File: config.mk
export PLATFORM = sky130hd
export DESIGN_NAME = pea_firing_scheduler_flat
export DESIGN_NICKNAME = d
export VERILOG_FILES = /design/src/rtl/pea_firing_scheduler_if.sv /design/src/rtl/pea_firing_scheduler.sv /design/src/flat_wrapper.sv
export SDC_FILE = /design/constraint.sdc
export NUM_CORES = 1
export LEC_CHECK = 0
export BUFFER_PORTS_ARGS = -buffer_cell sky130_fd_sc_hd__buf_2
export CAP_MARGIN = 5
export CORE_UTILIZATION = 56
export CTS_CLUSTER_SIZE = 16
export DETAILED_ROUTE_END_ITERATION = 7
export GPL_ROUTABILITY_DRIVEN = 1
export GPL_TIMING_DRIVEN = 0
export MAX_ROUTING_LAYER = met4
export PLACE_DENSITY_LB_ADDON = 0.15
export SLEW_MARGIN = 40
export SYNTH_ARGS = -nofsm -noshare
export SYNTH_HDL_FRONTEND = slang
export SYNTH_SLANG_ARGS = --single-unit
File: constraint.sdc
create_clock -name clk -period 5.88 [get_ports clk]
set_input_delay 1.176 -clock clk [delete_from_list [all_inputs] [get_ports clk]]
set_output_delay 1.176 -clock clk [all_outputs]
set_load 0.005 [all_outputs]
File: src/rtl/pea_firing_scheduler_if.sv
// Control/status bundle between the firing scheduler and its host/actor side.
// master: host and actor side (drives start/stop/fire_limit/out_req, returns enable/FC).
// slave : the scheduler (drives next_instr/invoke/busy/done/err_timeout/counters).
interface pea_firing_scheduler_if #(
    parameter int unsigned CNT_W = 16
) ();
    logic             start;
    logic             stop;
    logic [CNT_W-1:0] fire_limit;
    logic             out_req;
    logic             enable;
    logic             FC;
    logic [1:0]       next_instr;
    logic             invoke;
    logic             busy;
    logic             done;
    logic             err_timeout;
    logic [CNT_W-1:0] fire_count;
    logic [CNT_W-1:0] stall_count;

    modport master (
        output start, stop, fire_limit, out_req, enable, FC,
        input  next_instr, invoke, busy, done, err_timeout, fire_count, stall_count
    );

    modport slave (
        input  start, stop, fire_limit, out_req, enable, FC,
        output next_instr, invoke, busy, done, err_timeout, fire_count, stall_count
    );
endinterface

File: src/rtl/pea_firing_scheduler.sv
// Autonomous CFDF firing sequencer for the polynomial evaluation accelerator.
// Cycles SETUP_INSTR -> INSTR (-> OUTPUT) firings: drives next_instr, waits for
// enable, pulses invoke and waits for an FC rising edge, with a watchdog.
// Ports:
//   clk          system clock, rising edge
//   rst          asynchronous active-low reset
//   bus (slave)  start/stop/fire_limit/out_req/enable/FC in;
//                next_instr/invoke/busy/done/err_timeout/fire_count/stall_count out
module pea_firing_scheduler #(
    parameter int unsigned TIMEOUT = 1024,
    parameter int unsigned SETTLE  = 2,
    parameter int unsigned CNT_W   = 16
) (
    input  logic                  clk,
    input  logic                  rst,
    pea_firing_scheduler_if.slave bus
);
    localparam int unsigned WDOG_W   = $clog2(TIMEOUT + 1);
    localparam int unsigned SETTLE_W = $clog2(SETTLE + 1);

    typedef enum logic [2:0] {
        S_IDLE    = 3'd0,
        S_SETTLE  = 3'd1,
        S_CHECK   = 3'd2,
        S_INVOKE  = 3'd3,
        S_WAIT_FC = 3'd4,
        S_ADVANCE = 3'd5,
        S_ERROR   = 3'd6
    } state_e;

    typedef enum logic [1:0] {
        MODE_SETUP  = 2'b00,
        MODE_INSTR  = 2'b01,
        MODE_OUTPUT = 2'b10
    } mode_e;

    state_e              state_q, state_d;
    mode_e               mode_q, mode_d;
    logic [1:0]          next_instr_q, next_instr_d;
    logic                invoke_q, invoke_d;
    logic                busy_q, busy_d;
    logic                done_q, done_d;
    logic                err_timeout_q, err_timeout_d;
    logic [CNT_W-1:0]    fire_count_q, fire_count_d;
    logic [CNT_W-1:0]    stall_count_q, stall_count_d;
    logic [CNT_W-1:0]    fire_limit_q, fire_limit_d;
    logic [SETTLE_W-1:0] settle_cnt_q, settle_cnt_d;
    logic [WDOG_W-1:0]   wdog_q, wdog_d;
    logic                fc_q, fc_d;
    // Limit was reached on an INSTR firing that still owes an OUTPUT firing.
    logic                end_pending_q, end_pending_d;

    logic                fc_rise_c;
    logic [CNT_W-1:0]    fire_count_inc_c;
    logic                limit_hit_c;
    logic [WDOG_W-1:0]   wdog_inc_c;
    logic                finish_c;

    // Only a fresh FC edge counts; a level left over from the last firing does not.
    assign fc_rise_c        = bus.FC & ~fc_q;
    assign fire_count_inc_c = fire_count_q + CNT_W'(1);
    assign limit_hit_c      = (fire_limit_q != '0) && (fire_count_inc_c == fire_limit_q);
    assign wdog_inc_c       = wdog_q + WDOG_W'(1);

    // Next-state and registered-output logic.
    always_comb begin
        state_d       = state_q;
        mode_d        = mode_q;
        next_instr_d  = next_instr_q;
        done_d        = 1'b0;
        err_timeout_d = err_timeout_q;
        fire_count_d  = fire_count_q;
        stall_count_d = stall_count_q;
        fire_limit_d  = fire_limit_q;
        settle_cnt_d  = settle_cnt_q;
        wdog_d        = wdog_q;
        fc_d          = bus.FC;
        end_pending_d = end_pending_q;
        finish_c      = 1'b0;

        unique case (state_q)
            S_IDLE, S_ERROR: begin
                if (bus.start) begin
                    state_d       = S_SETTLE;
                    mode_d        = MODE_SETUP;
                    next_instr_d  = MODE_SETUP;
                    settle_cnt_d  = SETTLE_W'(SETTLE - 1);
                    fire_count_d  = '0;
                    stall_count_d = '0;
                    fire_limit_d  = bus.fire_limit;
                    end_pending_d = 1'b0;
                    err_timeout_d = 1'b0;
                end else if ((state_q == S_ERROR) && bus.stop) begin
                    state_d       = S_IDLE;
                    err_timeout_d = 1'b0;
                end
            end

            // next_instr was loaded on entry; hold it SETTLE cycles before sampling enable.
            S_SETTLE: begin
                if (settle_cnt_q == '0) begin
                    state_d = S_CHECK;
                end else begin
                    settle_cnt_d = settle_cnt_q - SETTLE_W'(1);
                end
            end

            S_CHECK: begin
                if (bus.stop) begin
                    state_d = S_IDLE;
                end else if (bus.enable) begin
                    state_d = S_INVOKE;
                end else if (stall_count_q != '1) begin
                    stall_count_d = stall_count_q + CNT_W'(1);
                end
            end

            S_INVOKE: begin
                wdog_d  = '0;
                state_d = S_WAIT_FC;
            end

            // Watchdog counts cycles since the invoke cycle; stop is not honoured here.
            S_WAIT_FC: begin
                if (fc_rise_c) begin
                    state_d = S_ADVANCE;
                end else if (wdog_inc_c == WDOG_W'(TIMEOUT - 1)) begin
                    state_d       = S_ERROR;
                    err_timeout_d = 1'b1;
                end else begin
                    wdog_d = wdog_inc_c;
                end
            end

            S_ADVANCE: begin
                unique case (mode_q)
                    MODE_SETUP: begin
                        mode_d = MODE_INSTR;
                    end
                    MODE_INSTR: begin
                        fire_count_d = fire_count_inc_c;
                        mode_d       = bus.out_req ? MODE_OUTPUT : MODE_SETUP;
                        if (limit_hit_c) begin
                            if (bus.out_req) begin
                                end_pending_d = 1'b1;
                            end else begin
                                finish_c = 1'b1;
                            end
                        end
                    end
                    MODE_OUTPUT: begin
                        mode_d   = MODE_SETUP;
                        finish_c = end_pending_q;
                    end
                    default: begin
                        mode_d = MODE_SETUP;
                    end
                endcase

                if (finish_c) begin
                    state_d       = S_IDLE;
                    mode_d        = MODE_SETUP;
                    end_pending_d = 1'b0;
                    done_d        = 1'b1;
                end else begin
                    state_d      = S_SETTLE;
                    next_instr_d = mode_d;
                    settle_cnt_d = SETTLE_W'(SETTLE - 1);
                end
            end

            default: begin
                state_d = S_IDLE;
            end
        endcase

        // Strobes and status follow the state being entered so they line up with it.
        invoke_d = (state_d == S_INVOKE);
        busy_d   = !((state_d == S_IDLE) || (state_d == S_ERROR));
    end

    // State and output registers.
    always_ff @(posedge clk or negedge rst) begin
        if (!rst) begin
            state_q       <= S_IDLE;
            mode_q        <= MODE_SETUP;
            next_instr_q  <= 2'b00;
            invoke_q      <= 1'b0;
            busy_q        <= 1'b0;
            done_q        <= 1'b0;
            err_timeout_q <= 1'b0;
            fire_count_q  <= '0;
            stall_count_q <= '0;
            fire_limit_q  <= '0;
            settle_cnt_q  <= '0;
            wdog_q        <= '0;
            fc_q          <= 1'b0;
            end_pending_q <= 1'b0;
        end else begin
            state_q       <= state_d;
            mode_q        <= mode_d;
            next_instr_q  <= next_instr_d;
            invoke_q      <= invoke_d;
            busy_q        <= busy_d;
            done_q        <= done_d;
            err_timeout_q <= err_timeout_d;
            fire_count_q  <= fire_count_d;
            stall_count_q <= stall_count_d;
            fire_limit_q  <= fire_limit_d;
            settle_cnt_q  <= settle_cnt_d;
            wdog_q        <= wdog_d;
            fc_q          <= fc_d;
            end_pending_q <= end_pending_d;
        end
    end

    assign bus.next_instr  = next_instr_q;
    assign bus.invoke      = invoke_q;
    assign bus.busy        = busy_q;
    assign bus.done        = done_q;
    assign bus.err_timeout = err_timeout_q;
    assign bus.fire_count  = fire_count_q;
    assign bus.stall_count = stall_count_q;
endmodule

File: src/flat_wrapper.sv
// flat-port wrapper written by rule: the top's interface ports become plain ports
module pea_firing_scheduler_flat 
#(
    parameter int unsigned TIMEOUT = 1024,
    parameter int unsigned SETTLE  = 2,
    parameter int unsigned CNT_W   = 16
)
  (clk, rst, bus_start, bus_stop, bus_fire_limit, bus_out_req, bus_enable, bus_FC, bus_next_instr, bus_invoke, bus_busy, bus_done, bus_err_timeout, bus_fire_count, bus_stall_count);
  pea_firing_scheduler_if #(.CNT_W(CNT_W)) bus_i ();
  input  logic clk;
  input  logic rst;
  input wire logic [$bits(bus_i.start)-1:0] bus_start;
  input wire logic [$bits(bus_i.stop)-1:0] bus_stop;
  input wire logic [$bits(bus_i.fire_limit)-1:0] bus_fire_limit;
  input wire logic [$bits(bus_i.out_req)-1:0] bus_out_req;
  input wire logic [$bits(bus_i.enable)-1:0] bus_enable;
  input wire logic [$bits(bus_i.FC)-1:0] bus_FC;
  output wire logic [$bits(bus_i.next_instr)-1:0] bus_next_instr;
  output wire logic [$bits(bus_i.invoke)-1:0] bus_invoke;
  output wire logic [$bits(bus_i.busy)-1:0] bus_busy;
  output wire logic [$bits(bus_i.done)-1:0] bus_done;
  output wire logic [$bits(bus_i.err_timeout)-1:0] bus_err_timeout;
  output wire logic [$bits(bus_i.fire_count)-1:0] bus_fire_count;
  output wire logic [$bits(bus_i.stall_count)-1:0] bus_stall_count;
  assign bus_i.start = bus_start;
  assign bus_i.stop = bus_stop;
  assign bus_i.fire_limit = bus_fire_limit;
  assign bus_i.out_req = bus_out_req;
  assign bus_i.enable = bus_enable;
  assign bus_i.FC = bus_FC;
  assign bus_next_instr = bus_i.next_instr;
  assign bus_invoke = bus_i.invoke;
  assign bus_busy = bus_i.busy;
  assign bus_done = bus_i.done;
  assign bus_err_timeout = bus_i.err_timeout;
  assign bus_fire_count = bus_i.fire_count;
  assign bus_stall_count = bus_i.stall_count;
  pea_firing_scheduler #(.TIMEOUT(TIMEOUT), .SETTLE(SETTLE), .CNT_W(CNT_W)) u_core (.clk(clk), .rst(rst), .bus(bus_i));
endmodule
==> impl_results.md, run 1 <==
* Number of hold violations in the final report at 0
* TritonCTS buffer count at 9
* Antenna violations before repair at 0
* Total Routed Length at 9.58 mm
* Largest delay contributor family on the critical path: simple AND/OR/NAND/NOR gates
* Via count of the first global-routing pass at 3321
* Power Internal at 1070 uW
* Pin count of the biggest net entering global routing at 43
* First-pass GRT wire length at 16.1 mm
* Kind of end point of the critical path: flip-flop
* Nets at 583
* Number of H-tree branching levels at 3
* Post-detail-place hpwl at 6.98 mm
* Post-CTS Resized at 0
* Number of I/O pins at 61
* Footprint of the flip-flops and latches at 0.00185 mm^2
* Post-CTS setup-driven buffer insertion count at 0
* Worst slew margin at 56.1%
* Largest vdd supply drop at 0.000233 V
* GRT Resource Usage Total at 27.5%
* Die Ht at 88.4 um
* Most common cell on crit path: sky130_fd_sc_hd__nand4_1
* Grt ovf at 0
* CORE AREA at 0.00721 mm^2
* Number of rows in the core area at 31
* PD cells at 356 mW/mm^2
* Post-route clock period utilization at 51.9%
* Logic gate share of total power at 33.0%
* Clock transition at the registers of the reported paths at 0.08 ns
* Pre-Repair DR Iteration Count at 5
* Number of sinks on the clock net at 74
* Number of pins exceeding their max-slew limit in the final report at 0
* Initial standard-cell utilization of the core at 57.9%
* Post-route antenna net violation count at 0
* Unrepaired setup endpoints after global routing: no
* Cell at the root of the clock tree: sky130_fd_sc_hd__clkbuf_8
* MaxCap Viol Count at 0
* Crit path arrival time at 3.26 ns
* Highest Clock Rate at 0.327 GHz
* Outcome: finished clean
* Non-filler cells, final at 656
* Total number of yosys warnings at 0
* Vias at 3727
* Hold Buf Count CTS at 0
* Class of the tightest hold or removal check: reg -> reg
* Total inserted antenna cells at 0
* Multi-input logic area at 0.00218 mm^2
* Required time of the critical path at 6.08 ns
* Net count after synthesis at 511
* Crit-path max cell delay at 0.51 ns
* Routability congestion estimate from global placement at 0.935
* Insertion delay to the later sink of the worst-skew pair at 0.35 ns
* Synthesis-to-layout area growth at 16.1%
* Share of flip-flops with an asynchronous set or reset after synthesis at 100%
* Portion of synthesized cell area occupied by the leading cell type at 44.3%
* Switching part of the total power at 38.0%
* Final period demand of the worst path at 3.05 ns
* Netlist area before placement at 0.00418 mm^2
* FF+latch count, synth at 74
* Largest driver fanout on the critical path at 7
* Crit start category: flip-flop
* Violation count after the first detailed-route iteration at 198
* Fill cell total of the finished layout at 629
* Category of the most critical setup path: reg -> reg
* Leakage at 0.00230 uW
* Total Die Area at 0.00781 mm^2
* Average via count per standard cell at 5.68
* Top cells by area, synth: sky130_fd_sc_hd__dfrtp_1, sky130_fd_sc_hd__nand2_1, sky130_fd_sc_hd__o21ai_0
* Post-route DRC at 0
* Number of synthesized flops with an enable pin at 0
* Average wire per standard cell at 14.6 um
* Worst slack at placement at 2.79 ns
* Number of distinct library cell variants in the gate-level netlist after synthesis at 57
* Post-Place Cell Area at 0.00463 mm^2
* Final setup violation count at 0
* Mean instance size in the synthesized netlist at 8.70 um^2
* Worst setup skew after layout at 0.0144 ns
* Sum Neg Setup Slack at 0 ns
* Share of cells above drive strength 1 at 16.5%
* CTS tree: built
* Seq pwr share at 41.5%
* PnR worst setup slack at 2.83 ns
* Fin util at 67.3%
* Slew at the pin with the worst max-slew slack at 0.652 ns
* Clock network fraction of total power at 25.6%
* Cell taking the most area after synthesis: sky130_fd_sc_hd__dfrtp_1
* Cell count after synthesis at 480
* Number of placed instances, taps included at 640
* Switching power at 656 uW
* Count of buffering cells on the critical path with inverters included at 1
* Most frequently used flop master after synthesis: sky130_fd_sc_hd__dfrtp_1
* Part of the Yosys area used for sequential elements at 44.3%
* Die span in x at 88.4 um
* I/O Buffers at 60
* Cell Chain, Critical Path: ha_1, buf_2, nand3_1, nor4_1, xnor2_1, nand4_1, nor4_2, nand4_1, a21oi_1, o2111ai_1
* Number of buffers on the longest clock path at 2
* Layout Cell Area excl Fill at 0.00485 mm^2
* Slowest stage cell, crit path: sky130_fd_sc_hd__nor4_1
[cells by family (layout without fill, tap and decap cells)]
logic type      after synthesis  count (layout)  share of synthesized area (%)
buf+inv                      35             112                           3.53
fa+ha+maj                     8               8                           2.40
xor+xnor                     40              40                           8.39
flops                        74              74                           44.3
compound gates               93              93                           14.5
mux                           1               1                          0.240
simple gates                229             229                           26.6
[sequential cells by signal (all words and copies together) (netlist names)]
| register | cells |
|---|---|
| u_core.settle_cnt_q | 2 |
| u_core.bus.invoke | 1 |
| u_core.mode_q | 2 |
| u_core.wdog_q | 11 |
| u_core.fc_q | 1 |
| u_core.bus.busy | 1 |
| u_core.bus.done | 1 |
| u_core.state_q | 3 |
| u_core.fire_limit_q | 16 |
| u_core.end_pending_q | 1 |
| u_core.bus.next_instr | 2 |
| u_core.bus.stall_count | 16 |
| u_core.bus.err_timeout | 1 |
| u_core.bus.fire_count | 16 |
[cells in the mapped netlist, drive strengths merged (3+ instances only)]
cell type  count
clkbuf        16
inv           13
a21oi         15
o21ai         41
and4           5
and3           8
ha             8
xnor2         23
nor2b          6
dfrtp         74
nand2         88
a211oi         3
nor3           9
o41ai          4
xor2          17
and2           3
nor4           9
buf            6
nor2          50
or3            4
nor3b          3
o31ai          8
nand4         12
nand3         22
a31oi          4
[power groups by stage]
stage	clock [uW]	sequential [uW]	combinational (uW)
2_1_floorplan	0	691	423
3_3_place_gp	0	717	547
3_5_place_dp	0	723	566
4_1_cts	448	713	572
5_1_grt	467	728	650
6_report	442	716	569
[stage by stage]
step	hold slack, ns	total power, uW
2_1_floorplan	0.439	1110
3_3_place_gp	0.460	1260
3_5_place_dp	0.469	1290
4_1_cts	0.489	1730
5_1_grt	0.500	1840
6_report	0.480	1730
[area by class of cell]
class,count,share of cell area [%]
clock inverters,6,1.86
repair buffers,61,6.73
plain buffers,22,2.04
inverters,13,1.01
well taps,99,2.55
multi-input cells,371,45.0
clock buffers,10,2.63
flip-flops and latches,74,38.2
[final timing paths]
check | slack [ns] | end | depth (start not counted) | from
worst max-delay path | 2.83 | u_core.bus.busy$_DFF_PN0_ | 10 | u_core.bus.fire_count[0]$_DFFE_PN0P_
worst min-delay path | 0.48 | u_core.bus.next_instr[1]$_DFFE_PN0P_ | 1 | u_core.bus.next_instr[1]$_DFFE_PN0P_
worst max register to register | 2.83 | u_core.bus.busy$_DFF_PN0_ | 10 | u_core.bus.fire_count[0]$_DFFE_PN0P_
worst min register to register | 0.48 | u_core.bus.next_instr[1]$_DFFE_PN0P_ | 1 | u_core.bus.next_instr[1]$_DFFE_PN0P_
max in group asynchronous | 4.66 | u_core.bus.stall_count[4]$_DFFE_PN0P_ | 2 | rst
min in group asynchronous | 0.70 | u_core.bus.fire_count[2]$_DFFE_PN0P_ | 1 | rst
[placed cells by master (no fill, tap or decap), drive strengths merged, types with 12 or more instances in the layout]
master,n
a21oi,15
buf,67
clkbuf,26
dfrtp,74
inv,14
nand2,88
nand3,22
nand4,12
nor2,50
o21ai,41
xnor2,23
xor2,17
[layer usage]
metal  up-vias  global-route usage (%)  wire length (um)
met3        14                    3.92               486
met2       103                    39.9              4430
li1       1844                       -                 -
met1      1766                    39.5              4520
met4         0                    9.24               140
met5         -                       -                 0
(Power assumes the default switching activity.)
==> run 2, diff against run 1 <==
- ABC_AREA: default -> 1
- CORE_UTILIZATION: 56 -> 52
- clock period: 5.88 -> 2.45 ns (I/O delays scaled with it)
==> run 2 against run 1 <==
  * Total power increased by 130%
  * Via count increased by 13%
  * Register-to-register slack got worse by 2.6 ns
  * Sequential power increased by 120%
  * Largest cell class unchanged
==> impl_results.md, run 2 <==
* Average wire per standard cell at 13.6 um (-6.9%)
* Total inserted antenna cells at 0 (unchanged)
* Hold path startpoint: bus_FC
* Routability congestion estimate from global placement at 0.920 (-1.5%)
* Largest vdd supply drop at 0.000452 V (+94%)
* Post-Place Cell Area at 0.00488 mm^2 (+5.4%)
* Slowest stage cell, crit path: sky130_fd_sc_hd__dfrtp_1
* Netlist area before placement at 0.00441 mm^2 (+5.6%)
* Pin count of the biggest net entering global routing at 47 (+9.3%)
* Number of sinks on the clock net at 74 (unchanged)
* Worst hold-check slack at 0.253 ns (-0.228 ns)
* Number of distinct library cell variants in the gate-level netlist after synthesis at 35 (-39%)
* Net count after synthesis at 636 (+24%)
* Post-detail-place hpwl at 8.10 mm (+16%)
* Switching power at 1580 uW (+140%)
* Total number of yosys warnings at 0 (unchanged)
* Sum Neg Setup Slack at 0 ns (unchanged)
* MaxCap Viol Count at 0 (unchanged)
* Class of the tightest hold or removal check: in -> reg
* Share of flip-flops with an asynchronous set or reset after synthesis at 100% (unchanged)
* Number of I/O pins at 61 (unchanged)
* Portion of synthesized cell area occupied by the leading cell type at 42.0% (-2.4 points)
* Switching part of the total power at 39.8% (+1.8 points)
* Post-route clock period utilization at 91.4% (+39 points)
* CTS tree: built
* Outcome: finished clean
* Total Routed Length at 10.7 mm (+12%)
* Number of cells on the worst hold path at 1 (unchanged)
* Insertion delay to the later sink of the worst-skew pair at 0.35 ns (about the same)
* Crit-path max cell delay at 0.41 ns (-0.10 ns)
* Number of H-tree branching levels at 3 (unchanged)
* Most frequently used flop master after synthesis: sky130_fd_sc_hd__dfrtp_1
* Logic gate share of total power at 36.3% (+3.3 points)
* CORE AREA at 0.00822 mm^2 (+14%)
* Seq pwr share at 40.5% (-1.0 points)
* PnR worst setup slack at 0.210 ns (-2.62 ns)
* Fill cell total of the finished layout at 785 (+25%)
* Nets at 711 (+22%)
* Category of the most critical setup path: reg -> reg
* Kind of end point of the critical path: flip-flop
* Antenna violations before repair at 0 (unchanged)
* Initial standard-cell utilization of the core at 53.7% (-4.2 points)
* Crit start category: flip-flop
* Part of the Yosys area used for sequential elements at 42.0% (-2.4 points)
* Total Die Area at 0.00886 mm^2 (+13%)
* Pre-Repair DR Iteration Count at 5 (unchanged)
* Vias at 4200 (+13%)
* Top cells by area, synth: sky130_fd_sc_hd__dfrtp_1, sky130_fd_sc_hd__nand2_1, sky130_fd_sc_hd__nand3_1
* Die span in x at 94.1 um (+6.5%)
* Worst slew margin at 51.5% (-4.6 points)
* First-pass GRT wire length at 17.9 mm (+11%)
* Power consumption at 3970 uW (+130%)
* Number of rows in the core area at 33 (+6.5%)
* Logic depth of the worst register-to-register path at 14 (+4)
* Grt ovf at 0 (unchanged)
* Cell at the root of the clock tree: sky130_fd_sc_hd__clkbuf_8
* I/O Buffers at 60 (unchanged)
* Startpoint of the most critical setup path: u_core.bus.fire_count[1]$_DFFE_PN0P_
* Most common cell in the synthesized netlist: sky130_fd_sc_hd__nand2_1
* Leakage at 0.00249 uW (+8.6%)
* Number of pins exceeding their max-slew limit in the final report at 0 (unchanged)
* Post-route DRC at 0 (unchanged)
* FF+latch count, synth at 74 (unchanged)
* Cell taking the most area after synthesis: sky130_fd_sc_hd__dfrtp_1
* Clock network fraction of total power at 23.2% (-2.4 points)
* Via count of the first global-routing pass at 3890 (+17%)
* Number of buffers on the longest clock path at 2 (unchanged)
* Power Internal at 2390 uW (+120%)
* PD cells at 776 mW/mm^2 (+120%)
* Layout Cell Area excl Fill at 0.00512 mm^2 (+5.5%)
* Reg-to-reg slack, setup at 0.21 ns (-2.62 ns)
* Slew at the pin with the worst max-slew slack at 0.725 ns (+0.0723 ns)
* Post-route antenna net violation count at 0 (unchanged)
* Crit path arrival time at 2.46 ns (-0.80 ns)
* Clock transition at the registers of the reported paths at 0.08 ns (about the same)
* Synthesis-to-layout area growth at 16.0%
* Worst slack at placement at 0.158 ns (-2.63 ns)
* Share of cells above drive strength 1 at 18.6% (+2.1 points)
* Cell count after synthesis at 605 (+26%)
* Cell Chain, Critical Path: ha_2, nand2_2, nor2_4, nand3_1, nand3_1, nand2_1, nor2_1, nand2_1, nor2_1, nand4_1, nand2_2, nand2_1, nand2_2, nand4_1
* Startpoint of the worst register-to-register path: u_core.bus.fire_count[1]$_DFFE_PN0P_
* Most frequent cells in the layout: sky130_fd_sc_hd__nand2_1, sky130_fd_sc_hd__dfrtp_1, sky130_fd_sc_hd__inv_1
* Unrepaired setup endpoints after global routing: no
* Largest driver fanout on the critical path at 8 (+1)
* Number of hold violations in the final report at 0 (unchanged)
* Final period demand of the worst path at 2.24 ns (-0.814 ns)
* Top cells by instance count after synthesis: sky130_fd_sc_hd__nand2_1, sky130_fd_sc_hd__dfrtp_1, sky130_fd_sc_hd__inv_1, sky130_fd_sc_hd__nand3_1, sky130_fd_sc_hd__nor2_1
* Average via count per standard cell at 5.32 (-6.3%)
* Worst setup skew after layout at 0.0125 ns (-0.00185 ns)
* Most common cell after layout, fill and taps aside: sky130_fd_sc_hd__nand2_1
* Final setup violation count at 0 (unchanged)
* Number of synthesized flops with an enable pin at 0 (unchanged)
* Highest Clock Rate at 0.446 GHz (+36%)
* Violation count after the first detailed-route iteration at 144 (-27%)
* Mean instance size in the synthesized netlist at 7.29 um^2 (-16%)
* GRT Resource Usage Total at 26.9% (-0.65 points)
* TritonCTS buffer count at 9 (unchanged)
* Die Ht at 94.1 um (+6.5%)
* Required time of the critical path at 2.67 ns (-3.41 ns)
## run 2: cell types whose count changed after synthesis, sizes merged, moves of 6 or more
cell    before  now
nand2       88  181
inv         13   80
nand3       22   62
nor2        50   73
xnor2       23    2
clkbuf      16    3
and3         8    0
nor4         9    2
xor2        17   10
nor2b        6    0
o22ai        0    6
## run 2: area by class of cell
class / count / area [um^2] / share of cell area [%]
well taps: 105 / 131 / 2.57
multi-input cells: 444 / 2250 / 44.0
plain buffers: 7 / 41.3 / 0.807
inverters: 80 / 300 / 5.87
clock buffers: 9 / 124 / 2.42
clock inverters: 6 / 58.8 / 1.15
flip-flops and latches: 74 / 1850 / 36.2
repair buffers: 64 / 359 / 7.02
## run 2: final timing paths
check	end
worst max-delay path	u_core.bus.busy$_DFF_PN0_
worst min-delay path	u_core.fc_q$_DFF_PN0_
worst max register to register	u_core.bus.busy$_DFF_PN0_
worst min register to register	u_core.bus.next_instr[1]$_DFFE_PN0P_
max in group asynchronous	u_core.bus.fire_count[12]$_DFFE_PN0P_
min in group asynchronous	u_core.fire_limit_q[7]$_DFFE_PN0P_
## run 2: metal layers
layer / part of all wire (%) / track usage (%) / vias up
met3: 5.2 / 5.58 / 13
li1: - / - / 2115
met2: 50 / 45.8 / 107
met4: 1.4 / 7.56 / 0
met1: 43 / 32.2 / 1965
met5: 0 / - / -
## run 2: power groups by stage
stage               Sequential (uW)  Combinational [uW]  Clock (uW)
finish                         1610                1440         922
detailed placement             1630                1420           0
global route                   1640                1660         996
floorplan                      1600                1030           0
global placement               1630                1380           0
CTS                            1610                1430         949
## run 2: logic make-up after synthesis
family | synth area share [%]
xor+xnor | 2.89
buf+inv | 7.74
compound gates | 9.84
simple gates | 35.3
fa+ha+maj | 2.27
flops | 42.0
## run 2: per-stage QoR
step | cells | utilization [%]
floorplan | 605 | -
global placement | 770 | 59.0
detailed placement | 771 | 59.4
CTS | 787 | 61.7
global route | 789 | 62.3
finish | 789 | 62.3
## run 2: what timing repair did
| item | in CTS | in global routing |
|---|---|---|
| buffers inserted | 0 | 2 |
| hold buffers | 1 | 0 |
| resized for setup | 0 | 9 |
| hold endpoints to repair | 12 | 0 |
| setup endpoints to repair | 0 | 12 |
## run 2: worst max-delay path: cells and delay by family (launching register included)
kind | cells | cell delay (ns)
adder cells (fa/ha/maj) | 1 | 0.22
AND/OR/NAND/NOR | 13 | 1.44
flip-flops | 1 | 0.41
==> run 3, diff against run 2 <==
- CORE_MARGIN: default -> 1.5
==> run 3 against run 2 <==
  * Combinational power about the same
  * Flip-flop and latch count unchanged
  * Largest power group unchanged
  * Sequential share of layout area down 0.071 points
  * Largest cell class unchanged
  * Cell count down 0.25%
  * Maximum frequency down 2.2%
  * Worst hold slack worse by 0.24 ns
==> impl_results.md, run 3 (synthesized netlist as in run 2, its figures left out) <==
* Crit start category: flip-flop
* Outcome: finished clean
* Insertion delay to the later sink of the worst-skew pair at 0.36 ns (about the same)
* Cell at the root of the clock tree: sky130_fd_sc_hd__clkbuf_8
* Most common cell after layout, fill and taps aside: sky130_fd_sc_hd__nand2_1
* I/O Buffers at 60 (unchanged)
* Hold Buf Count CTS at 0 (-1)
* Worst hold-check slack at 0.0171 ns (-0.236 ns)
* Number of hold violations in the final report at 0 (unchanged)
* Violation count after the first detailed-route iteration at 172 (+19%)
* Largest vdd supply drop at 0.000451 V (-0.18%)
* Initial standard-cell utilization of the core at 53.7% (unchanged)
* Crit path arrival time at 2.51 ns (+0.05 ns)
* Most common cell on crit path: sky130_fd_sc_hd__nand2_1
* Clock transition at the registers of the reported paths at 0.09 ns (about the same)
* Cell Chain, Critical Path: ha_1, nand2_1, nor2_4, nand3_1, nand3_1, nand2_1, nor2_1, nand2_1, nor2_1, nand4_1, nand2_2, nand2_1, nand2_1, nand4_1
* Total inserted antenna cells at 0 (unchanged)
* GRT Resource Usage Total at 26.5% (-0.42 points)
* Unrepaired setup endpoints after global routing: yes
* Total Routed Length at 10.9 mm (+1.9%)
* Post-route antenna net violation count at 0 (unchanged)
* Slew at the pin with the worst max-slew slack at 0.750 ns (+0.0250 ns)
* Required time of the critical path at 2.67 ns (about the same)
* Nets at 708 (-0.42%)
* PnR worst setup slack at 0.161 ns (-0.0494 ns)
* Fin util at 62.4% (+0.12 points)
* Number of buffers on the longest clock path at 2 (unchanged)
* Leakage at 0.00250 uW (+0.13%)
* Post-route clock period utilization at 93.4% (+2.0 points)
* Fill cell total of the finished layout at 778 (-0.89%)
* TritonCTS buffer count at 9 (unchanged)
* Number of sinks on the clock net at 74 (unchanged)
* Average via count per standard cell at 5.33 (+0.13%)
* Worst slack at placement at 0.152 ns (-0.00671 ns)
* MaxCap Viol Count at 0 (unchanged)
* Pre-Repair DR Iteration Count at 5 (unchanged)
* First-pass GRT wire length at 18.0 mm (about the same)
* Grt ovf at 0 (unchanged)
* CTS tree: built
* Worst slew margin at 49.8% (-1.7 points)
* Die Ht at 95.1 um (+1.1%)
* Slowest stage cell, crit path: sky130_fd_sc_hd__dfrtp_2
* Pin count of the biggest net entering global routing at 39 (-17%)
* Synthesis-to-layout area growth at 16.2%
* Highest Clock Rate at 0.437 GHz (-2.2%)
* Post-detail-place hpwl at 8.10 mm (about the same)
* Number of rows in the core area at 33 (unchanged)
* Final period demand of the worst path at 2.29 ns (+0.0494 ns)
* Share of cells above drive strength 1 at 17.6% (-0.97 points)
* Category of the most critical setup path: reg -> reg
* Antenna violations before repair at 0 (unchanged)
* Final setup violation count at 0 (unchanged)
* Number of pins exceeding their max-slew limit in the final report at 0 (unchanged)
* PD cells at 827 mW/mm^2 (+6.5%)
* Most frequent cells in the layout: sky130_fd_sc_hd__nand2_1, sky130_fd_sc_hd__dfrtp_1, sky130_fd_sc_hd__inv_1
* Vias at 4195 (-0.12%)
* Number of I/O pins at 61 (unchanged)
* Routability congestion estimate from global placement at 0.945 (+2.7%)
* Post-route DRC at 0 (unchanged)
* CORE AREA at 0.00822 mm^2 (unchanged)
* Average wire per standard cell at 13.9 um (+2.2%)
* Class of the tightest hold or removal check: in -> async
* Largest driver fanout on the critical path at 8 (unchanged)
* Crit-path max cell delay at 0.43 ns (+0.02 ns)
* Power consumption at 4240 uW (+6.7%)
* Kind of end point of the critical path: flip-flop
* Worst setup skew after layout at 0.0113 ns (-0.00121 ns)
* Number of H-tree branching levels at 3 (unchanged)
* Die span in x at 95.1 um (+1.1%)
* Total Die Area at 0.00905 mm^2 (+2.1%)
* Via count of the first global-routing pass at 3860 (-0.77%)
==> run 3: worst paths after layout <==
kind | slack, ns | endpoint | start | cells past startpoint
max reg2reg | 0.16 | u_core.bus.busy$_DFF_PN0_ | u_core.bus.fire_count[0]$_DFFE_PN0P_ | 14
min | 0.02 | u_core.bus.fire_count[8]$_DFFE_PN0P_ | rst | 1
max in group asynchronous | 1.90 | u_core.wdog_q[7]$_DFFE_PN0P_ | rst | 2
min reg2reg | 0.48 | u_core.settle_cnt_q[1]$_DFFE_PN0P_ | u_core.settle_cnt_q[1]$_DFFE_PN0P_ | 2
max | 0.16 | u_core.bus.busy$_DFF_PN0_ | u_core.bus.fire_count[0]$_DFFE_PN0P_ | 14
min in group clk | 0.26 | u_core.fc_q$_DFF_PN0_ | bus_FC | 1
==> run 3: repair_timing <==
| item | 4_1_cts | 5_1_grt |
|---|---|---|
| setup buffers | 0 | 0 |
| setup endpoints to repair | 0 | 9 |
| resized for setup | 0 | 3 |
==> run 3: where the power goes <==
| part | leakage, uW | internal, uW | switching, uW |
|---|---|---|---|
| clock | 0.000120 | 686 | 507 |
| combinational | 0.00138 | 476 | 954 |
| sequential | 0.000992 | 1450 | 172 |
| total | 0.00250 | 2610 | 1630 |
==> run 3: layer usage <==
| metal | GRT usage, % | wire length [um] | vias up |
|---|---|---|---|
| met1 | 32.7 | 4860 | 1955 |
| met4 | 11.1 | 237 | 0 |
| met5 | - | 0 | - |
| met3 | 3.43 | 485 | 16 |
| li1 | - | - | 2108 |
| met2 | 43.6 | 5340 | 116 |
==> run 3: layout make-up <==
class                   count  area (um^2)  share of cell area, %
flip-flops and latches     74         1850                   36.1
repair buffers             61          327                   6.37
clock buffers               9          124                   2.42
clock inverters             7          124                   2.42
well taps                 105          131                   2.56
inverters                  80          300                   5.86
plain buffers               7         41.3                  0.805
multi-input cells         444         2230                   43.4
==> run 3: per-stage QoR <==
stage / setup TNS, ns / cell area [um^2] / cells
after detailed placement: 0 / 4870 / 771
final: 0 / 5130 / 787
after global placement: 0 / 4840 / 770
after CTS: 0 / 5120 / 787
after global routing: -0.0131 / 5130 / 787
after floorplan: 0 / 4410 / 605
==> run 3: critical path: cells and delay by family (launching register included) <==
family | cells | cell delay [ns]
simple gates | 13 | 1.50
flops | 1 | 0.43
fa+ha+maj | 1 | 0.20
